$ cat src/rtl/osd_stm_pkg.sv
`default_nettype none
// +--------------------------------------------------------------------------+
// | osd_stm_pkg                                                              |
// | Shared types and constants for the STM trace arbiter.                    |
// | Revision: 1.0                                                            |
// +--------------------------------------------------------------------------+
package osd_stm_pkg;

    typedef struct packed {
        logic [15:0] id;
        logic [63:0] value;
    } trace_event_t;

    localparam logic [15:0] OVF_ID_DEFAULT = 16'h0001;
    localparam int          OVF_CNT_LSB    = 32;
    localparam int          OVF_SRC_LSB    = 0;

    function automatic logic [63:0] ovf_record(input logic [15:0] cnt, input logic [7:0] src);
        logic [63:0] v;
        v                      = '0;
        v[OVF_CNT_LSB +: 16]   = cnt;
        v[OVF_SRC_LSB +: 8]    = src;
        return v;
    endfunction

endpackage
`default_nettype wire

$ cat src/rtl/osd_trace_fifo.sv
`default_nettype none
// +--------------------------------------------------------------------------+
// | osd_trace_fifo                                                           |
// | Per-source synchronous event FIFO; push and pop may coincide when full.  |
// | Revision: 1.0                                                            |
// +--------------------------------------------------------------------------+
module osd_trace_fifo
    import osd_stm_pkg::*;
#(
    parameter int DEPTH = 4
) (
    input  logic         clk,
    input  logic         rst,
    input  logic         push,
    input  logic         pop,
    input  trace_event_t din,
    output trace_event_t dout,
    output logic         full,
    output logic         empty,
    output logic         empty_next
);

    localparam int c_AW = $clog2(DEPTH);

    trace_event_t    r_mem [DEPTH];
    logic [c_AW:0]   r_wr_ptr;
    logic [c_AW:0]   r_rd_ptr;
    logic [c_AW:0]   w_wr_ptr_nxt;
    logic [c_AW:0]   w_rd_ptr_nxt;

    // Extra MSB on each pointer distinguishes full from empty.
    assign w_wr_ptr_nxt = r_wr_ptr + {{c_AW{1'b0}}, push};
    assign w_rd_ptr_nxt = r_rd_ptr + {{c_AW{1'b0}}, pop};

    assign empty      = (r_wr_ptr == r_rd_ptr);
    assign full       = (r_wr_ptr[c_AW] != r_rd_ptr[c_AW]) &&
                        (r_wr_ptr[c_AW-1:0] == r_rd_ptr[c_AW-1:0]);
    assign empty_next = (w_wr_ptr_nxt == w_rd_ptr_nxt);
    assign dout       = r_mem[r_rd_ptr[c_AW-1:0]];

    always_ff @(posedge clk) begin
        if (!rst) begin
            r_wr_ptr <= '0;
            r_rd_ptr <= '0;
        end else begin
            r_wr_ptr <= w_wr_ptr_nxt;
            r_rd_ptr <= w_rd_ptr_nxt;
        end
    end

    always_ff @(posedge clk) begin
        if (push) begin
            r_mem[r_wr_ptr[c_AW-1:0]] <= din;
        end
    end

endmodule
`default_nettype wire

$ cat src/rtl/osd_stm_trace_arbiter.sv
`default_nettype none
// +--------------------------------------------------------------------------+
// | osd_stm_trace_arbiter                                                    |
// | Round-robin merge of per-source trace FIFOs onto one STM event port,     |
// | with in-band overflow records carrying per-source drop counts.           |
// | Revision: 1.0                                                            |
// +--------------------------------------------------------------------------+
module osd_stm_trace_arbiter
    import osd_stm_pkg::*;
#(
    parameter int          NUM_SRC    = 4,
    parameter int          FIFO_DEPTH = 4,
    parameter logic [15:0] OVF_ID     = OVF_ID_DEFAULT
) (
    input  logic                    clk,
    input  logic                    rst,
    input  logic [NUM_SRC-1:0]      src_enable,
    input  logic [NUM_SRC-1:0]      src_valid,
    input  logic [16*NUM_SRC-1:0]   src_id,
    input  logic [64*NUM_SRC-1:0]   src_value,
    output logic                    trace_valid,
    output logic [15:0]             trace_id,
    output logic [63:0]             trace_value,
    output logic                    busy
);

    localparam int c_PTR_W = $clog2(NUM_SRC);

    trace_event_t               w_fifo_dout [NUM_SRC];
    logic [NUM_SRC-1:0]         w_full;
    logic [NUM_SRC-1:0]         w_empty;
    logic [NUM_SRC-1:0]         w_empty_next;
    logic [NUM_SRC-1:0]         w_push;
    logic [NUM_SRC-1:0]         w_pop;
    logic [NUM_SRC-1:0]         w_drop;
    logic [NUM_SRC-1:0]         w_ovf_clear;
    logic [NUM_SRC-1:0]         w_req;
    logic [NUM_SRC-1:0]         w_ovf_pending_nxt;
    logic [NUM_SRC-1:0]         r_ovf_pending;
    logic [NUM_SRC-1:0][15:0]   r_drop_cnt;
    logic [c_PTR_W-1:0]         r_ptr;
    logic [c_PTR_W-1:0]         w_grant_idx;
    logic [c_PTR_W:0]           w_cand;
    logic                       w_grant;
    logic                       r_trace_valid;
    logic [15:0]                r_trace_id;
    logic [63:0]                r_trace_value;
    logic                       r_busy;

    assign w_req = ~w_empty | r_ovf_pending;

    // Search begins one past the last winner so every requester is served within NUM_SRC cycles.
    always_comb begin
        w_grant     = 1'b0;
        w_grant_idx = r_ptr;
        w_cand      = '0;
        for (int k = 1; k <= NUM_SRC; k++) begin
            w_cand = {1'b0, r_ptr} + (c_PTR_W+1)'(k);
            if (w_cand >= (c_PTR_W+1)'(NUM_SRC)) begin
                w_cand = w_cand - (c_PTR_W+1)'(NUM_SRC);
            end
            if (!w_grant && w_req[w_cand[c_PTR_W-1:0]]) begin
                w_grant     = 1'b1;
                w_grant_idx = w_cand[c_PTR_W-1:0];
            end
        end
    end

    for (genvar i = 0; i < NUM_SRC; i++) begin : g_src
        logic         w_sel;
        logic         w_en_evt;
        trace_event_t w_din;

        assign w_sel          = w_grant && (w_grant_idx == c_PTR_W'(i));
        assign w_pop[i]       = w_sel & ~w_empty[i];
        assign w_ovf_clear[i] = w_sel & w_empty[i];
        assign w_en_evt       = src_valid[i] & src_enable[i];
        // A clearing grant reopens the source in the same cycle.
        assign w_push[i]      = w_en_evt & ~(r_ovf_pending[i] & ~w_ovf_clear[i]) &
                                (~w_full[i] | w_pop[i]);
        assign w_drop[i]      = w_en_evt & ~w_push[i];
        assign w_din          = '{id: src_id[16*i +: 16], value: src_value[64*i +: 64]};

        osd_trace_fifo #(
            .DEPTH      (FIFO_DEPTH)
        ) u_fifo (
            .clk        (clk),
            .rst        (rst),
            .push       (w_push[i]),
            .pop        (w_pop[i]),
            .din        (w_din),
            .dout       (w_fifo_dout[i]),
            .full       (w_full[i]),
            .empty      (w_empty[i]),
            .empty_next (w_empty_next[i])
        );
    end

    assign w_ovf_pending_nxt = (r_ovf_pending & ~w_ovf_clear) | w_drop;

    always_ff @(posedge clk) begin
        if (!rst) begin
            r_ovf_pending <= '0;
            r_drop_cnt    <= '0;
        end else begin
            for (int i = 0; i < NUM_SRC; i++) begin
                if (w_drop[i]) begin
                    r_ovf_pending[i] <= 1'b1;
                    if (r_drop_cnt[i] != 16'hFFFF) begin
                        r_drop_cnt[i] <= r_drop_cnt[i] + 16'd1;
                    end
                end else if (w_ovf_clear[i]) begin
                    r_ovf_pending[i] <= 1'b0;
                    r_drop_cnt[i]    <= '0;
                end
            end
        end
    end

    always_ff @(posedge clk) begin
        if (!rst) begin
            r_ptr         <= c_PTR_W'(NUM_SRC - 1);
            r_trace_valid <= 1'b0;
            r_trace_id    <= '0;
            r_trace_value <= '0;
            r_busy        <= 1'b0;
        end else begin
            r_trace_valid <= w_grant;
            r_busy        <= |(~w_empty_next | w_ovf_pending_nxt);
            if (w_grant) begin
                r_ptr <= w_grant_idx;
                if (w_empty[w_grant_idx]) begin
                    r_trace_id    <= OVF_ID;
                    r_trace_value <= ovf_record(r_drop_cnt[w_grant_idx], 8'(w_grant_idx));
                end else begin
                    r_trace_id    <= w_fifo_dout[w_grant_idx].id;
                    r_trace_value <= w_fifo_dout[w_grant_idx].value;
                end
            end
        end
    end

    assign trace_valid = r_trace_valid;
    assign trace_id    = r_trace_id;
    assign trace_value = r_trace_value;
    assign busy        = r_busy;

endmodule
`default_nettype wire
$ cat config.mk
export PLATFORM = sky130hd
export DESIGN_NAME = osd_stm_trace_arbiter
export DESIGN_NICKNAME = d
export VERILOG_FILES = /design/src/rtl/osd_stm_pkg.sv /design/src/rtl/osd_trace_fifo.sv /design/src/rtl/osd_stm_trace_arbiter.sv
export SDC_FILE = /design/constraint.sdc
export NUM_CORES = 1
export LEC_CHECK = 0
export CORE_MARGIN = 2
export CORE_UTILIZATION = 28
export CTS_CLUSTER_SIZE = 24
export DETAILED_ROUTE_END_ITERATION = 8
export PLACE_DENSITY = 0.53
export SKIP_CTS_REPAIR_TIMING = 1
export SLEW_MARGIN = 20
export SYNTH_ARGS = -nofsm -noshare
export SYNTH_HDL_FRONTEND = slang
export SYNTH_SLANG_ARGS = --single-unit
$ cat constraint.sdc
create_clock -name clk -period 12.1 [get_ports clk]
set_input_delay 2.42 -clock clk [delete_from_list [all_inputs] [get_ports clk]]
set_output_delay 2.42 -clock clk [all_outputs]
set_load 0.05 [all_outputs]
==> results.md, run 1 <==
- The critical path is of the reg2reg type.
- The synthesized area divided by synthesized cell count is 18.6 um^2.
- Data on the critical path is required at its endpoint by 12.50 ns.
- Port buffering added 411 buffers.
- The static leakage is ~21 nW.
- Of all flip-flops after synthesis, the portion carrying an async set or reset was 0%.
- In the finished design, the share of the clock period the worst path needs comes to 47.0%.
- The critical path data arrival time is 6.09 ns.
- The post-route antenna net violation count is 0.
- In this run the horizontal extent of the chip is 453 um.
- The startpoint identified for the worst hold timing path is trace_value[13]$_SDFFE_PN0N_.
- The floorplan has around 160 rows.
- The H-tree generated during clock tree synthesis spans 4 levels.
- The initial standard-cell utilization of the core is around 28%.
- The per-cell routed wire length is 26.9 um.
- The synthesis-to-finish area growth is 21.6%.
- The run finished with clean final reports.
- The measured slew at the worst slew-check pin is between 1 and 1.5 ns.
- The total count of hold-check failures in the final report came to 0.
- The vertical extent of the die is ~450 um.
- During synthesis, Yosys emitted a total of 0 warnings.
- The maximum number of buffers from clock root to sink is 3.
- The clock tree from TritonCTS is yes.
- The clock insertion delay at the later pin of the skew report is 0.79 ns.
- The final weighted congestion in routability-driven placement is 0.813.
- The wire length of the first global-routing pass is 235 mm.
- The net count after synthesis is between 3000 and 4000.
- The clock input transition at the sequential cells of the worst setup and hold paths is 0.06 ns.
- The pin count of the biggest net entering global routing is around 130.
- The reg-to-reg startpoint is g_src[1].u_fifo.r_rd_ptr[1]$_SDFF_PN0_.
- The proportion of layout cells with a drive suffix above 1 is between 10% and 20%.
- The via count of the first global-routing pass was between 30000 and 40000.
- The class of the tightest hold or removal check is reg2reg.
- The total power per unit cell area is 208 nW/um^2.
- The via density per instance is ~4.8.
- Global routing used 16.2% of the available tracks across all layers.
- The cell area after synthesis is between 50000 and 60000 um^2.
- The worst register-to-register path has a depth of 10.
- The initial antenna violation count was 84.
- Setup repair after global routing left no endpoint under its margin.
- Setup violations remaining at the end of the flow were counted as 0.
- VDD sags by at most 329 uV.
- The total of max-cap violations is 0.
- The count of vias placed by the detailed router is 30100.
- The core region is 200000 um^2.
- The clock root buffer is sky130_fd_sc_hd__clkbuf_16.
- The peak fanout along the critical path is 66.
- The worst setup path startpoint is g_src[1].u_fifo.r_rd_ptr[1]$_SDFF_PN0_.
- The sum of internal, switching and leakage power is 14.3 mW.
- The fraction of the yosys area taken by sequential cells is 74.3%.
- During I/O placement, the number of pins put on the boundary was 412.
- The final worst clock skew is roughly 0.025 ns.
- The number of sinks driven by the clock tree is ~1500.
- The synthesized instance count is between 3000 and 4000.
- The final routed wirelength across all metal layers is 169 mm.
- The pre-antenna-repair detailed-routing pass consisted of 5 iterations.
- The clock buffer count from CTS is 155.
- The violation count after the first detailed-route iteration is 2866.
- The final layout net count is 3836.
- The maximum clock rate is 176 MHz.
- The clock period could shrink to 5.69 ns.
- The number of flops mapped to enable cells by yosys is 1280.
- Once detailed placement completed, the half-perimeter wirelength came to 114 mm.
- Headroom to the max-slew limit came out at 31.5%.
- The leading register cell type out of synthesis is sky130_fd_sc_hd__edfxtp_1.
- Synthesis inferred 1456 register bits.
- The final count of pins violating max slew is 0.
- The floorplan step defined a die boundary enclosing 205000 um^2.
- The worst setup path is launched from a register.
- The number of remaining DRC errors is 0.
- The number of distinct library cell variants in the gate-level netlist after synthesis is 72.
- After routing, the total negative slack on setup checks comes to 0 ns.
- The cell depth of the worst hold path is 1.
- The critical path capture point type is a register.
- The total global routing overflow is 0.
worst max-delay path, cell delays in order, from the launching register on:
cell and delay (ns):
sky130_fd_sc_hd__dfxtp_4 0.93, sky130_fd_sc_hd__xnor2_1 0.32, sky130_fd_sc_hd__a41oi_1 0.24, sky130_fd_sc_hd__a211oi_1 0.57, sky130_fd_sc_hd__o21a_4 0.29, sky130_fd_sc_hd__buf_4 0.68
sky130_fd_sc_hd__a21boi_1 0.26, sky130_fd_sc_hd__nor2_1 0.21, sky130_fd_sc_hd__o211a_1 0.25, sky130_fd_sc_hd__and3b_4 0.77, sky130_fd_sc_hd__buf_4 0.69
cell type report:
type | instances | area [um^2]
Multi-Input combinational cell | 1399 | 13900
Fill cell | 19100 | 131000
Clock inverter | 66 | 652
Sequential cell | 1456 | 42000
Inverter | 14 | 52.6
Clock buffer | 215 | 4250
Timing Repair Buffer | 460 | 4510
Antenna cell | 20 | 50.0
Tap cell | 2656 | 3320
power by group:
part	total (mW)	leakage (nW)	internal [mW]	switching, mW
clock	4.60	2.37	2.63	1.97
combinational	3.91	5.97	1.30	2.62
sequential	5.79	13.1	5.65	0.142
total	14.3	21.4	9.58	4.73
placed cells by master, fill, tap and decap left out, types with 35 or more instances in the layout:
master | Yosys | final
sky130_fd_sc_hd__edfxtp_1 | 1280 | 1280
sky130_fd_sc_hd__clkdlybuf4s50_1 | 0 | 411
sky130_fd_sc_hd__mux4_2 | 320 | 320
sky130_fd_sc_hd__nand2_1 | 287 | 287
sky130_fd_sc_hd__nand3_1 | 170 | 170
sky130_fd_sc_hd__dfxtp_1 | 176 | 168
sky130_fd_sc_hd__clkbuf_16 | 0 | 157
sky130_fd_sc_hd__nor2_1 | 74 | 71
sky130_fd_sc_hd__a32o_1 | 62 | 62
sky130_fd_sc_hd__o21ai_0 | 49 | 49
sky130_fd_sc_hd__clkbuf_1 | 129 | 48
sky130_fd_sc_hd__buf_4 | 6 | 47
sky130_fd_sc_hd__a21oi_1 | 45 | 45
sky130_fd_sc_hd__a211oi_1 | 35 | 35
per-stage QoR:
| step | cells | hold slack (ns) | setup WS (ns) | area, um^2 | utilization [%] |
|---|---|---|---|---|---|
| 2_1_floorplan | 3037 | 0.465 | 0.629 | 56500 | - |
| 3_3_place_gp | 5985 | 0.448 | 6.32 | 63700 | 31.8 |
| 3_5_place_dp | 5985 | 0.459 | 6.31 | 63700 | 31.9 |
| 4_1_cts | 6266 | 0.472 | 6.28 | 68600 | 34.3 |
| 5_1_grt | 6278 | 0.504 | 6.02 | 68700 | 34.3 |
| 6_report | 6286 | 0.466 | 6.41 | 68700 | 34.3 |
logic make-up after synthesis:
logic type	synth area share, %
XOR/XNOR	0.909
buffers and inverters	1.39
multiplexers	13.5
AO/OA/AOI/OAI	3.61
AND/OR/NAND/NOR	5.80
adder cells (fa/ha/maj)	0.443
flip-flops	74.3
worst paths after layout:
check | end | slack (ns)
worst max-delay path | g_src[2].u_fifo.r_mem[2][59]$_DFFE_PP_ | 6.41
worst min-delay path | trace_value[13]$_SDFFE_PN0N_ | 0.47
worst max register to register | g_src[2].u_fifo.r_mem[2][59]$_DFFE_PP_ | 6.41
worst min register to register | trace_value[13]$_SDFFE_PN0N_ | 0.47
registers in the layout (all words and copies together) (netlist names):
| name | count |
|---|---|
| g_src.u_fifo.r_wr_ptr | 12 |
| r_drop_cnt | 64 |
| trace_id | 16 |
| trace_value | 64 |
| g_src.u_fifo.r_rd_ptr | 12 |
| trace_valid | 1 |
| g_src.u_fifo.r_mem | 1280 |
| busy | 1 |
| r_ptr | 2 |
| r_ovf_pending | 4 |
metal layers:
| metal | up-vias | track usage (%) | share of wire, % |
|---|---|---|---|
| li1 | 13200 | - | - |
| met1 | 15600 | 18.9 | 38 |
| met2 | 892 | 28.3 | 52 |
| met3 | 338 | 4.31 | 6.1 |
| met4 | 56 | 6.47 | 3.6 |
| met5 | - | 0 | 0.21 |
cells in the mapped netlist, types with 5 or more instances:
cell type,instances,share of area (%)
sky130_fd_sc_hd__o211ai_1,5,0.066
sky130_fd_sc_hd__edfxtp_1,1280,68
sky130_fd_sc_hd__nand3_1,170,1.5
sky130_fd_sc_hd__buf_6,9,0.18
sky130_fd_sc_hd__a21oi_1,45,0.40
sky130_fd_sc_hd__a211o_1,18,0.28
sky130_fd_sc_hd__nor4_1,9,0.10
sky130_fd_sc_hd__clkbuf_1,129,0.86
sky130_fd_sc_hd__and2_1,19,0.21
sky130_fd_sc_hd__mux2_2,6,0.12
sky130_fd_sc_hd__a31oi_1,13,0.14
sky130_fd_sc_hd__a21o_1,5,0.066
sky130_fd_sc_hd__mux4_2,320,13
sky130_fd_sc_hd__nor3b_1,6,0.080
sky130_fd_sc_hd__o22ai_1,17,0.19
sky130_fd_sc_hd__ha_1,20,0.44
sky130_fd_sc_hd__nand2_1,287,1.9
sky130_fd_sc_hd__buf_4,6,0.080
sky130_fd_sc_hd__and3_1,31,0.34
sky130_fd_sc_hd__nor2b_1,15,0.17
sky130_fd_sc_hd__xor2_1,15,0.23
sky130_fd_sc_hd__nor2_1,74,0.49
sky130_fd_sc_hd__xnor2_1,33,0.51
sky130_fd_sc_hd__nand4_1,10,0.11
sky130_fd_sc_hd__a211oi_1,35,0.47
sky130_fd_sc_hd__buf_2,10,0.089
sky130_fd_sc_hd__nand3b_1,5,0.066
sky130_fd_sc_hd__or3_1,16,0.18
sky130_fd_sc_hd__o21ai_0,49,0.43
sky130_fd_sc_hd__nor3_1,19,0.17
sky130_fd_sc_hd__mux2i_1,33,0.59
sky130_fd_sc_hd__inv_1,13,0.086
sky130_fd_sc_hd__a32o_1,62,1.1
sky130_fd_sc_hd__buf_1,13,0.086
sky130_fd_sc_hd__dfxtp_1,176,6.2
sky130_fd_sc_hd__or4_1,6,0.080
Power figures use the tool's default switching activity.
==> run 2, diff against run 1 <==
PLACE_DENSITY = 0.51   (was 0.53)
clock period = 5.25 ns   (was 12.1 ns; I/O delays follow)
==> run 2 against run 1 <==
  * Routed wire length down 1.1%
  * Critical path depth up 4
  * Combinational power rose by 130%
  * Flip-flop and latch count stayed put
  * Cell count up 0.83%
  * Total power grew 130%
  * Clock skew grew 0.0090 ns
  * Non-clock buffer count rose by 39
  * First-iteration DRC count fell by 19%
  * Clock power rose by 140%
  * Critical path type unchanged
  * Largest power group unchanged
==> results.md, run 2 (synthesis gave the netlist of run 1 again) <==
- The post-route antenna net violation count is 0 (unchanged).
- The area inside the core boundary came to 200000 um^2 (unchanged).
- The final worst-path cycle share came to 87.8% (+41 points).
- The per-cell routed wire length is 26.3 um (-1.9%).
- The maximum clock rate is 217 MHz (+23%).
- The pin count of the biggest net entering global routing came to 129 (-3.7%).
- The standard-cell row count is 164 (unchanged).
- The count of buffers inserted at the top-level ports is 411 (unchanged).
- The top-level port count is 412 (unchanged).
- The critical path buffer and inverter count was 0 (-2).
- The post-detailed-placement half-perimeter wirelength is 112 mm (-1.3%).
- The critical path endpoint is busy$_SDFF_PN0_.
- The worst setup path is launched from a register.
- Tracing the worst setup path back leads to its startpoint at g_src[1].u_fifo.r_wr_ptr[0]$_SDFF_PN0_.
- The combined flip-flop and latch cell area came to 42000 um^2 (unchanged).
- The clock buffer count from CTS is 164 (+5.8%).
- The vertical extent of the die came to 453 um (unchanged).
- The clock input transition at the sequential cells of the worst setup and hold paths is 0.06 ns (about the same).
- On the critical path, the stage with the largest delay is an instance of sky130_fd_sc_hd__or3_1.
- The via density per instance came to 4.73 (-1.2%).
- The headroom to the max-slew limit is 34.7% (+3.2 points).
- The area of combinational cells with multiple inputs was 13900 um^2 (+0.30%).
- The static leakage was 21.8 nW (+1.9%).
- The die area came to 205000 um^2 (unchanged).
- The number of sinks driven by the clock tree came to 1456 (unchanged).
- In the layout the commonest cells are sky130_fd_sc_hd__edfxtp_1, sky130_fd_sc_hd__clkdlybuf4s50_1, sky130_fd_sc_hd__mux4_2.
- The class of the tightest hold or removal check is reg2reg.
- The final count of pins violating max slew was 0 (unchanged).
- The total of max-cap violations came to 0 (unchanged).
- The count of vias placed by the detailed router was 30000 (-0.39%).
- The area after detailed placement is 64300 um^2 (+0.94%).
- The clock insertion delay at the later pin of the skew report came to 0.78 ns (about the same).
- The run finished with clean final reports.
- The via count of the first global-routing pass is 31000 (+0.24%).
- The detailed-routing iteration count for the pre-antenna-repair pass came to 5 (unchanged).
- The maximum number of buffers from clock root to sink is 3 (unchanged).
- The final weighted congestion in routability-driven placement is 0.815 (+0.26%).
- The proportion of layout cells with a drive suffix above 1 is 19.0% (+1.4 points).
- The area of all placed cells without fillers is 69500 um^2 (+1.2%).
- The overall die width came to 453 um (unchanged).
- The tree is rooted in a sky130_fd_sc_hd__clkbuf_16.
- The logic depth of the worst register-to-register path is 14 (+4).
- The peak fanout along the critical path is 12 (-82%).
- The startpoint identified for the worst register-to-register timing path is g_src[1].u_fifo.r_wr_ptr[0]$_SDFF_PN0_.
- Setup repair after global routing left no endpoint under its margin.
- The filler cell count is 19000 (-0.35%).
- The library cell used most frequently in the layout, excluding fill and tap cells, is sky130_fd_sc_hd__edfxtp_1.
- The final layout net count is 3884 (+1.3%).
- The clock tree from TritonCTS is yes.
- The total power per unit cell area is 481 nW/um^2 (+130%).
- The area growth from synthesis to layout is 23.1%.
- The wire length of the first global-routing pass is 234 mm (-0.34%).
- The clock period minus final worst setup slack was 4.61 ns (-1.08 ns).
- The H-tree depth reported by CTS came to 4 (unchanged).
- The final worst clock skew came to 0.0340 ns (+0.00899 ns).
- The initial standard-cell utilization of the core came to 28.2% (unchanged).
- The number of remaining DRC errors is 0 (unchanged).
- The data required time of the critical path is 5.89 ns (-6.61 ns).
- The maximum VDD drop is 708 uV (+120%).
- The total global routing overflow was 0 (unchanged).
- The number of failing setup endpoints in the final timing report came to 0 (unchanged).
- The critical path capture point type is a register.
- The critical path's largest stage delay was 0.57 ns (-0.36 ns).
- The initial antenna violation count came to 58 (-31%).
- The capture point of the worst reg-to-reg path is busy$_SDFF_PN0_.
- The worst-case register-to-register setup slack is 0.64 ns (-5.77 ns).
- The kind of cell with the highest combined delay along the critical path is compound AO/OA/AOI/OAI gates.
- The total negative setup slack is 0 ns (unchanged).
- The global-route usage over all layers was 16.1% (-0.14 points).
- The total count of hold-check failures in the final report came to 0 (unchanged).
- The violation count after the first detailed-route iteration is 2314 (-19%).
- The flip-flop count of the largest register after layout is 1280 (unchanged).
- The worst setup path is of the reg2reg kind.
- The measured slew at the worst slew-check pin is 0.980 ns (-0.0477 ns).
- Traced cell by cell, the critical path runs through xnor2_1 -> a41oi_1 -> a21oi_1 -> o211ai_1 -> or3_1 -> a21oi_1 -> ha_1 -> ha_1 -> xor2_1 -> nor4_1 -> nand4_1 -> nor3_1 -> o2111a_1 -> a31oi_1.
- The total number of cells along the worst setup path is 14 (+4).
- The critical path data arrival time is 5.25 ns (-0.84 ns).
- The final routed wirelength across all metal layers was 167 mm (-1.1%).
==> run 2: changes by cell type in the layout (fill, tap and decap cells not counted), sizes merged <==
cell | before | now
bufinv | 8 | 7
clkinv | 51 | 68
clkbuf | 215 | 211
clkinvlp | 3 | 9
buf | 49 | 88
diode | 20 | 9
inv | 18 | 24
==> run 2: area by class of cell <==
class | count | share of cell area [%]
Sequential cell | 1456 | 60.4
Multi-Input combinational cell | 1399 | 20.0
Timing Repair Buffer | 499 | 7.29
Clock buffer | 211 | 6.31
Tap cell | 2656 | 4.78
Clock inverter | 94 | 1.15
Inverter | 14 | 0.0756
Antenna cell | 9 | 0.0324
==> run 2: routing by layer <==
layer / global-route usage (%) / share of wire (%) / up-vias / wire length, um
li1: - / - / 13300 / -
met1: 18.8 / 39 / 15500 / 64300
met2: 29.2 / 53 / 818 / 88500
met3: 4.13 / 5.9 / 282 / 9890
met4: 3.89 / 2.4 / 42 / 3940
met5: 0 / 0.16 / - / 264
==> run 2: metrics by stage <==
stage | instances | setup WS [ns] | hold slack (ns) | utilization (%) | power (mW)
floorplan | 3037 | -0.576 | 0.465 | - | 18.9
global placement | 6023 | 0.720 | 0.447 | 32.1 | 23.1
detailed placement | 6024 | 0.689 | 0.453 | 32.2 | 23.1
CTS | 6329 | 0.682 | 0.467 | 34.7 | 34.3
global route | 6330 | 0.203 | 0.478 | 34.7 | 35.0
finish | 6338 | 0.639 | 0.462 | 34.8 | 33.4
==> run 2: worst min path at each step <==
stage                                       startpoint  slack, ns  cells after the start                            to
final                     trace_value[62]$_SDFFE_PN0N_       0.46                      1  trace_value[62]$_SDFFE_PN0N_
after global placement        trace_id[6]$_SDFFE_PN0N_       0.45                      1      trace_id[6]$_SDFFE_PN0N_
after CTS                 trace_value[62]$_SDFFE_PN0N_       0.47                      1  trace_value[62]$_SDFFE_PN0N_
after detailed placement  trace_value[62]$_SDFFE_PN0N_       0.45                      1  trace_value[62]$_SDFFE_PN0N_
after floorplan            r_drop_cnt[40]$_SDFFE_PN0P_       0.47                      2   r_drop_cnt[40]$_SDFFE_PN0P_
after global routing      trace_value[62]$_SDFFE_PN0N_       0.48                      1  trace_value[62]$_SDFFE_PN0N_
==> run 2: report_power, final <==
group          internal [mW]  switching (mW)
Clock                   6.29            4.75
Combinational           3.07            6.05
Sequential              13.0           0.245
==> run 3, diff against run 2 <==
TNS_END_PERCENT = 1   (was unset)
==> run 3 against run 2 <==
  * Clock skew grew 0.0036 ns
  * Fmax grew 0.62%
  * Routed wire length fell by 0.27%
  * Core utilization about the same
  * Via count grew 0.30%
  * Cell count decreased by 0.24%
  * Sequential share of layout area barely moved
  * Flip-flop and latch count stayed put
  * Critical path type unchanged
==> results.md, run 3 (synthesis gave the netlist of run 1 again) <==
- The final routed wirelength across all metal layers is 166 mm (-0.27%).
- The detailed-routing iteration count for the pre-antenna-repair pass is 5 (unchanged).
- The pin count of the biggest net entering global routing is 82 (-36%).
- The initial standard-cell utilization of the core was 28.2% (unchanged).
- The total of max-cap violations is 0 (unchanged).
- The number of remaining DRC errors is 0 (unchanged).
- The final worst-path cycle share was 87.3% (-0.54 points).
- The total power per unit cell area is 484 nW/um^2 (+0.64%).
- The final cell count without fillers came to 6323 (-0.24%).
- The standard-cell row count is 164 (unchanged).
- The data required time of the critical path was 5.91 ns (+0.02 ns).
- The maximum clock rate is 218 MHz (+0.62%).
- The post-route worst setup slack is 0.668 ns (+0.0286 ns).
- The filler cell count is 19000 (-0.28%).
- The clock tree from TritonCTS is yes.
- The class of the tightest hold or removal check is reg2reg.
- The count of vias placed by the detailed router is 30100 (+0.30%).
- The vertical extent of the die was 453 um (unchanged).
- The area after detailed placement is 64300 um^2 (about the same).
- The overall die width is 453 um (unchanged).
- The number of placed instances, taps included came to 6019 (-0.083%).
- The die area is 205000 um^2 (unchanged).
- The flip-flop count of the largest register after layout is 1280 (unchanged).
- The headroom to the max-slew limit is 30.0% (-4.7 points).
- The count of buffers inserted at the top-level ports is 411 (unchanged).
- The synthesis-to-finish area growth was 23.2% (about the same).
- Setup repair after global routing left no endpoint under its margin.
- The peak fanout along the critical path came to 12 (unchanged).
- The post-route antenna net violation count came to 0 (unchanged).
- The clock insertion delay at the later pin of the skew report is 0.80 ns (+0.02 ns).
- The run finished with clean final reports.
- The maximum number of buffers from clock root to sink is 3 (unchanged).
- The final layout net count came to 3877 (-0.18%).
- The static leakage came to 21.8 nW (about the same).
- The H-tree depth reported by CTS was 4 (unchanged).
- The initial antenna violation count was 71 (+22%).
- The clock buffer count from CTS is 161 (-1.8%).
- The placement-stage worst setup slack was 0.668 ns (-0.0201 ns).
- The via count of the first global-routing pass was 30900 (-0.26%).
- The clock input transition at the sequential cells of the worst setup and hold paths came to 0.06 ns (about the same).
- The proportion of layout cells with a drive suffix above 1 is 18.7% (-0.25 points).
- The measured slew at the worst slew-check pin is 1.02 ns (+0.0436 ns).
- The final-layout worst hold slack was 0.468 ns (+0.00609 ns).
- The final worst clock skew was 0.0376 ns (+0.00361 ns).
- The maximum VDD drop is 420 uV (-41%).
- The number of sinks driven by the clock tree is 1456 (unchanged).
- The area inside the core boundary is 200000 um^2 (unchanged).
- The final weighted congestion in routability-driven placement is 0.791 (-3.0%).
- The critical path data arrival time was 5.24 ns (about the same).
- The total global routing overflow was 0 (unchanged).
- The nature of the critical path startpoint is a register.
- The total count of hold-check failures in the final report is 0 (unchanged).
- The sum of internal, switching and leakage power was 33.7 mW (+0.65%).
- The start-to-end type of the worst setup path is reg2reg.
- The area of all placed cells without fillers was 69500 um^2 (about the same).
- The wire length of the first global-routing pass was 234 mm (-0.23%).
- The clock period minus final worst setup slack was 4.58 ns (-0.0286 ns).
- The critical path capture point type is a register.
- The per-cell routed wire length is 26.3 um (about the same).
- The final count of pins violating max slew is 0 (unchanged).
- The commonest non-fill, non-tap cell in the layout is sky130_fd_sc_hd__edfxtp_1.
- The clock root buffer is sky130_fd_sc_hd__clkbuf_16.
- The post-detailed-placement half-perimeter wirelength is 111 mm (-0.73%).
- The violation count after the first detailed-route iteration came to 2347 (+1.4%).
- The global-route usage over all layers was 16.1% (about the same).
- The number of failing setup endpoints in the final timing report is 0 (unchanged).
- The via density per instance is 4.76 (+0.54%).
- The top-level port count came to 412 (unchanged).
- The top cell types in the final layout, fill and taps aside, are sky130_fd_sc_hd__edfxtp_1, sky130_fd_sc_hd__clkdlybuf4s50_1, sky130_fd_sc_hd__mux4_2.
[run 3: cell types whose count changed in the layout (fill, tap and decap cells not counted), moves of 2 or more]
| cell | before | now |
|---|---|---|
| sky130_fd_sc_hd__clkinvlp_4 | 9 | 5 |
| sky130_fd_sc_hd__clkinv_1 | 34 | 21 |
| sky130_fd_sc_hd__clkinvlp_2 | 0 | 2 |
| sky130_fd_sc_hd__clkbuf_1 | 40 | 49 |
| sky130_fd_sc_hd__buf_12 | 23 | 26 |
| sky130_fd_sc_hd__inv_6 | 6 | 4 |
| sky130_fd_sc_hd__clkinv_4 | 5 | 1 |
| sky130_fd_sc_hd__buf_4 | 64 | 57 |
| sky130_fd_sc_hd__clkinv_2 | 25 | 20 |
| sky130_fd_sc_hd__bufinv_16 | 7 | 14 |
| sky130_fd_sc_hd__inv_16 | 4 | 2 |
| sky130_fd_sc_hd__clkbuf_16 | 167 | 163 |
| sky130_fd_sc_hd__clkbuf_8 | 4 | 8 |
[run 3: critical path, stage by stage, from the launching register on]
cell and delay [ns]:
sky130_fd_sc_hd__dfxtp_1 0.33, sky130_fd_sc_hd__xnor2_1 0.38, sky130_fd_sc_hd__nor4b_4 0.51, sky130_fd_sc_hd__a211o_1 0.30, sky130_fd_sc_hd__o211ai_1 0.22, sky130_fd_sc_hd__or3_1 0.39, sky130_fd_sc_hd__buf_4 0.18, sky130_fd_sc_hd__a21oi_1 0.44
sky130_fd_sc_hd__ha_1 0.25, sky130_fd_sc_hd__ha_1 0.25, sky130_fd_sc_hd__xor2_1 0.17, sky130_fd_sc_hd__nor4_1 0.35, sky130_fd_sc_hd__nand4_1 0.15, sky130_fd_sc_hd__nor3_1 0.22, sky130_fd_sc_hd__o2111a_1 0.23, sky130_fd_sc_hd__a31oi_1 0.09
[run 3: layer usage]
layer	vias to the layer above	part of all wire, %	routed length (um)	global-route usage, %
li1	13300	-	-	-
met1	15600	38	63700	18.7
met2	808	53	87800	28.9
met3	291	6.2	10400	4.29
met4	62	2.5	4190	4.26
met5	-	0.22	373	0
[run 3: cell type report]
| class | count | area [um^2] | area share, % |
|---|---|---|---|
| flip-flops and latches | 1456 | 42000 | 60.4 |
| multi-input cells | 1399 | 13900 | 20.0 |
| repair buffers | 495 | 5070 | 7.30 |
| clock inverters | 73 | 810 | 1.16 |
| inverters | 14 | 52.6 | 0.0756 |
| well taps | 2656 | 3320 | 4.78 |
| clock buffers | 220 | 4370 | 6.29 |
| diodes | 10 | 25.0 | 0.0360 |
[run 3: where the power goes]
part	internal, mW	switching [mW]	leakage, nW
clock network	6.53	4.57	2.51
logic	3.12	6.17	6.22
registers	13.0	0.241	13.1
total	22.7	11.0	21.8
[run 3: through the flow]
step | TNS (ns) | util, %
final | 0 | 34.8
after global routing | 0 | 34.7
after global placement | 0 | 32.1
after floorplan | -564.66 | -
after detailed placement | 0 | 32.1
after CTS | 0 | 34.7
[run 3: path summary, 6_finish.rpt]
path,depth (start not counted),end,slack (ns),from
max,15,busy$_SDFF_PN0_,0.67,g_src[0].u_fifo.r_rd_ptr[2]$_SDFF_PN0_
min,1,trace_id[4]$_SDFFE_PN0N_,0.47,trace_id[4]$_SDFFE_PN0N_
max reg2reg,15,busy$_SDFF_PN0_,0.67,g_src[0].u_fifo.r_rd_ptr[2]$_SDFF_PN0_
min reg2reg,1,trace_id[4]$_SDFFE_PN0N_,0.47,trace_id[4]$_SDFFE_PN0N_
